File: config.mk
export PLATFORM = sky130hd
export DESIGN_NAME = ieee754_to_fixed
export DESIGN_NICKNAME = d
export VERILOG_FILES = /design/src/rtl/ieee754_to_fixed.sv
export SDC_FILE = /design/constraint.sdc
export NUM_CORES = 1
export LEC_CHECK = 0
export CAP_MARGIN = 20
export CORE_ASPECT_RATIO = 0.5
export CORE_MARGIN = 2
export CORE_UTILIZATION = 50
export CTS_CLUSTER_DIAMETER = 200
export DETAILED_ROUTE_END_ITERATION = 10
export PLACE_DENSITY_LB_ADDON = 0.12
export SKIP_CTS_REPAIR_TIMING = 1
export SLEW_MARGIN = 20
export SYNTH_ARGS = -nofsm -noshare
export SYNTH_HDL_FRONTEND = slang
export SYNTH_SLANG_ARGS = --single-unit
File: constraint.sdc
create_clock -name clock -period 4.15 [get_ports clock]
set_input_delay 1.245 -clock clock [delete_from_list [all_inputs] [get_ports clock]]
set_output_delay 1.245 -clock clock [all_outputs]
set_load 0.01 [all_outputs]
File: src/rtl/ieee754_to_fixed.sv
// ieee754_to_fixed: 3-stage IEEE754 single -> signed W-bit fixed point with F_BITS fraction bits, full stall on backpressure.
// Define IEEE754_TO_FIXED_FLAGS_EN to add out_ovf/out_nan, sticky_ovf and clear_flags.
module ieee754_to_fixed #(
  parameter int W = 32,
  parameter int F_BITS = 18
) (
  input  logic         clock,
  input  logic         resetn,
  input  logic         in_valid,
  output logic         in_ready,
  input  logic [31:0]  in_data,
  output logic         out_valid,
  input  logic         out_ready,
  output logic [W-1:0] out_data
`ifdef IEEE754_TO_FIXED_FLAGS_EN
  ,
  output logic         out_ovf,
  output logic         out_nan,
  output logic         sticky_ovf,
  input  logic         clear_flags
`endif
);
  localparam logic [W+23:0] HALF = (W+24)'(1) << (W-1);
  localparam logic [W+1:0] LIM_N = (W+2)'(1) << (W-1);
  localparam logic [W+1:0] LIM_P = LIM_N - (W+2)'(1);
  logic stall, adv;
  logic v1_q, s1_q, zero1_q, inf1_q, nan1_q;
  logic [23:0] mant1_q;
  logic signed [9:0] sh1_q;
  logic v2_q, s2_q, ovf2_q, rnd2_q;
  logic [W:0] mag2_q;
  logic v3_q;
  logic [W-1:0] data3_q;
  logic [7:0] e;
  logic signed [9:0] sh1_d;
  logic [W+23:0] wide;
  logic [9:0] n;
  logic [23:0] t;
  logic left, ovf2_d, rnd2_d, sat;
  logic [W:0] mag2_d;
  logic [W+1:0] sum;
  logic [W-1:0] data3_d;
  assign stall = v3_q & ~out_ready;
  assign adv = ~stall;
  assign in_ready = ~resetn & adv;
  assign out_valid = v3_q;
  assign out_data = data3_q;
  assign e = in_data[30:23];
  assign sh1_d = $signed({2'b00, e}) - 10'sd150 + 10'(F_BITS);
  // t keeps one extra low bit so t[0] is the round bit and t[23:1] the right-shifted magnitude
  always_comb begin
    left = ~sh1_q[9];
    wide = {{W{1'b0}}, mant1_q} << sh1_q;
    n = -sh1_q;
    t = mant1_q >> (n - 10'd1);
    ovf2_d = inf1_q | (~zero1_q & ~nan1_q & (left ? (sh1_q >= 10'(W)) | (wide > HALF)
                                                  : ({{(W+1){1'b0}}, t[23:1]} > HALF)));
    mag2_d = (zero1_q | nan1_q) ? '0 : (left ? wide[W:0] : (W+1)'(t[23:1]));
    rnd2_d = ~zero1_q & ~nan1_q & ~left & (n <= 10'd24) & t[0];
  end
  always_comb begin
    sum = {1'b0, mag2_q} + (W+2)'(rnd2_q);
    sat = ovf2_q | (sum > (s2_q ? LIM_N : LIM_P));
    data3_d = sat ? (s2_q ? {1'b1, {(W-1){1'b0}}} : {1'b0, {(W-1){1'b1}}})
                  : (s2_q ? -sum[W-1:0] : sum[W-1:0]);
  end
  always_ff @(posedge clock or posedge resetn) begin
    if (resetn) begin
      {v1_q, s1_q, zero1_q, inf1_q, nan1_q, mant1_q, sh1_q} <= '0;
      {v2_q, s2_q, ovf2_q, rnd2_q, mag2_q} <= '0;
      {v3_q, data3_q} <= '0;
    end else if (adv) begin
      v1_q <= in_valid;
      s1_q <= in_data[31];
      mant1_q <= {1'b1, in_data[22:0]};
      sh1_q <= sh1_d;
      zero1_q <= e == 8'd0;
      inf1_q <= (&e) & ~(|in_data[22:0]);
      nan1_q <= (&e) & (|in_data[22:0]);
      v2_q <= v1_q;
      s2_q <= s1_q;
      mag2_q <= mag2_d;
      ovf2_q <= ovf2_d;
      rnd2_q <= rnd2_d;
      v3_q <= v2_q;
      data3_q <= data3_d;
    end
  end
`ifdef IEEE754_TO_FIXED_FLAGS_EN
  logic nan2_q, ovf3_q, nan3_q, sticky_q;
  always_ff @(posedge clock or posedge resetn) begin
    if (resetn) begin
      {nan2_q, ovf3_q, nan3_q, sticky_q} <= '0;
    end else begin
      if (adv) begin
        nan2_q <= nan1_q;
        ovf3_q <= sat;
        nan3_q <= nan2_q;
      end
      sticky_q <= clear_flags ? 1'b0 : sticky_q | (v3_q & out_ready & ovf3_q);
    end
  end
  assign out_ovf = ovf3_q;
  assign out_nan = nan3_q;
  assign sticky_ovf = sticky_q;
`endif
endmodule

==> impl_metrics.json <==
{
  "status": "finished, violations left",
  "violations": "negative setup slack",
  "r2r_setup_slack_ns": -0.05,
  "final_area_um2": 13900,
  "n_antenna_cell": 0,
  "worstHoldStart": "v2_q",
  "hold_path_end": "out_valid",
  "clk_latency_ns": 0.39,
  "rsz0062_at_grt": "true",
  "period_needed_ns": 4.20,
  "synth-async-reset-ratio_pct": 100,
  "yosys_warnings": 0,
  "cellLeakagePower_nw": 5.96,
  "vias_per_cell": 6.53,
  "portBuffers": 69,
  "synth_xor_xnor_area_share_pct": 3.17,
  "antenna_left": 0,
  "synth-seq-cells": 109,
  "clock-root-buffer": "clkbuf_16",
  "grt_first_pass_wirelength_um": 64300,
  "syn_nets": 1521,
  "nNetsFinal": 1600,
  "synth_top_family_by_area": "simple AND/OR/NAND/NOR gates",
  "setup_viol": 24,
  "worstPathArrival_ns": 4.53,
  "synthesis.area_um2": 11600,
  "final_cell_count_no_fill": 1834,
  "max_stage_delay_ns": 0.59,
  "die_width_um": 220,
  "synth_top_flop_cell": "dfrtp_1",
  "worst_setup_path_end_kind": "flop",
  "grt_pass1_vias": 10956,
  "synthDistinctLibCells": 87,
  "dieArea_um2": 24500,
  "crit_chain": "ha_4, ha_4, nand2_2, or4_4, o31a_1, nor2_2, inv_2, ha_4, a22o_1, nor4_2, a211o_1, or3b_4, o211ai_1, and2_4, buf_4, buf_8, a31oi_2, a21oi_1",
  "cts_tree": "done",
  "dr.pass1.iters": 6,
  "final_util_pct": 61.0,
  "finalSetupTns_ns": -0.579,
  "worst_hold_slack_ns": 0.469,
  "fill_cells": 2022,
  "gp_routability_congestion": 0.990,
  "clock-sinks": 109,
  "worstHoldPathCells": 1,
  "path_max_fanout": 6,
  "grt_start_max_net_pins": 49,
  "htreeDepth": 3,
  "die_h_um": 112,
  "clock_skew_ns": 0.0141,
  "setup_ws_ns": -0.0539,
  "tightest_slew_ns": 1.09,
  "dp_hpwl_um": 30900,
  "place_inst": 1801,
  "r2r-end": "out_data[1]",
  "wl_per_cell_um": 22.6,
  "crit_slowest_cell": "or4_4",
  "place_area_um2": 13100,
  "relSlewSlack_pct": 27.0,
  "start_util_pct": 50.9,
  "drt_iter0_markers": 1477,
  "synth-simple-area-share_pct": 23.9,
  "startpoint_type": "flop",
  "synth_enable_flop_cells": 0,
  "dp_slack_ns": -0.0668,
  "r2r_start": "mag2_q[0]",
  "drcViolationCount": 0,
  "min-delay-path-class": "flop to flop",
  "maxCapViolCount": 0,
  "num_rows": 39,
  "gr-total-overflow": 0,
  "synth_compound_area_share_pct": 21.1,
  "numCtsBuffers": 9,
  "grt_antenna_before_repair": 0,
  "postSynthCellCount": 1443,
  "syn2layout_area_growth_pct": 19.8,
  "clock_path_buffers": 2,
  "synth-adder-area-share_pct": 4.52,
  "path_class": "flop to flop",
  "yosysSeqAreaShare_pct": 23.5,
  "vias": 11979,
  "maxSlewViolCount": 0,
  "io_pins": 70,
  "grt_use_total_pct": 33.9,
  "synth_mux_area_share_pct": 17.1,
  "avgSynthCellArea_um2": 8.05,
  "power_density_nw_per_um2": 565,
  "period_share_pct": 101,
  "drive_above_1_share_pct": 20.5,
  "wl_um": 41500,
  "path_clk_slew_ns": 0.09,
  "rr_worst_depth": 18,
  "peakVddDrop_v": 0.000384,
  "timing.fmax_mhz": 238,
  "final-hold-violation-count": 0,
  "core_um2": 22800,
  "crit_required_ns": 4.48,
  "cpMostUsedCell": "ha_4",
  "finalPower_mw": 7.87
}
synth_stat cells, types with 12 or more instances:
cell type  number  area, um2
xor2_1         19        166
dfrtp_1       109       2730
or3_1          14       87.6
nand4_1        27        169
nor2_1        117        439
mux2i_1        59        591
nor3_1         36        180
nand2_1       181        679
nor4_1         36        225
a21oi_1        75        375
buf_2          23        115
xnor2_1        23        201
ha_1           42        526
a22oi_1        19        143
inv_1          54        203
buf_1          13       48.8
mux2_2         26        293
clkbuf_1       85        319
a31oi_1        35        219
o21ai_0       102        510
nand3_1        46        230
o211ai_1       12       90.1
mux4_2         49       1100
nand2b_1       17        106
and2_1         15       93.8
kinds of logic after synthesis:
group | count (synthesis)
buffers and inverters | 187
multiplexers | 134
AND/OR/NAND/NOR | 555
AO/OA/AOI/OAI | 374
adder cells (fa/ha/maj) | 42
XOR/XNOR | 42
flip-flops | 109
worst max-delay path, delay by kind of cell, from the launching register on:
kind	cells	cell delay [ns]
DFF	1	0.40
and+or+nand+nor	6	1.75
adders and majority gates	3	0.54
buffers and inverters	3	0.32
AOI/OAI and AO/OA	6	1.13
power by group:
group | total, mW | switching, mW | internal [mW] | leakage [nW]
Clock | 0.918 | 0.477 | 0.440 | 0.148
Combinational | 5.17 | 2.92 | 2.25 | 4.45
Sequential | 1.78 | 0.445 | 1.34 | 1.37
worst max-delay path by stage:
stage	endpoint	slack, ns	from	cells after the start
5_1_grt	out_data[4]	-0.24	mag2_q[0]	19
6_report	out_data[1]	-0.05	mag2_q[0]	18
3_3_place_gp	out_data[31]	0.03	rnd2_q	16
2_1_floorplan	out_data[31]	0.02	rnd2_q	18
3_5_place_dp	out_data[31]	-0.07	rnd2_q	16
4_1_cts	out_data[31]	-0.07	rnd2_q	16
placed cells by master, fill, tap and decap left out, types with 26 or more instances in the layout:
| master | synthesis | routed |
|---|---|---|
| a21oi_1 | 75 | 63 |
| a31oi_1 | 35 | 34 |
| buf_4 | 7 | 115 |
| clkdlybuf4s50_1 | 0 | 69 |
| dfrtp_1 | 109 | 106 |
| ha_1 | 42 | 36 |
| inv_1 | 54 | 49 |
| mux2_2 | 26 | 26 |
| mux2i_1 | 59 | 59 |
| mux4_2 | 49 | 49 |
| nand2_1 | 181 | 179 |
| nand3_1 | 46 | 45 |
| nand4_1 | 27 | 27 |
| nor2_1 | 117 | 110 |
| nor3_1 | 36 | 32 |
| nor4_1 | 36 | 31 |
| o21ai_0 | 102 | 83 |
flip-flops by register name, summed over array words and instances (netlist names), 10 cells and up:
register  count
out_data     32
mag2_q       33
mant1_q      24
sh1_q        10
cell type report:
type                    instances  area (um2)  share of cell area (%)
inverters                      56         213                    1.53
clock buffers                  10         239                    1.72
repair buffers                199        1800                    12.9
multi-input cells            1147        8500                    61.0
clock inverters                 6        62.6                   0.449
flip-flops and latches        109        2730                    19.6
well taps                     307         384                    2.76
per-layer routing:
layer | vias up | GRT usage (%) | wire [um]
li1 | 5547 | - | -
met1 | 5805 | 50.1 | 19000
met2 | 575 | 49.0 | 17700
met3 | 52 | 9.59 | 4080
met4 | 0 | 7.79 | 686
met5 | - | 0 | 0
(Power assumes the default switching activity.)
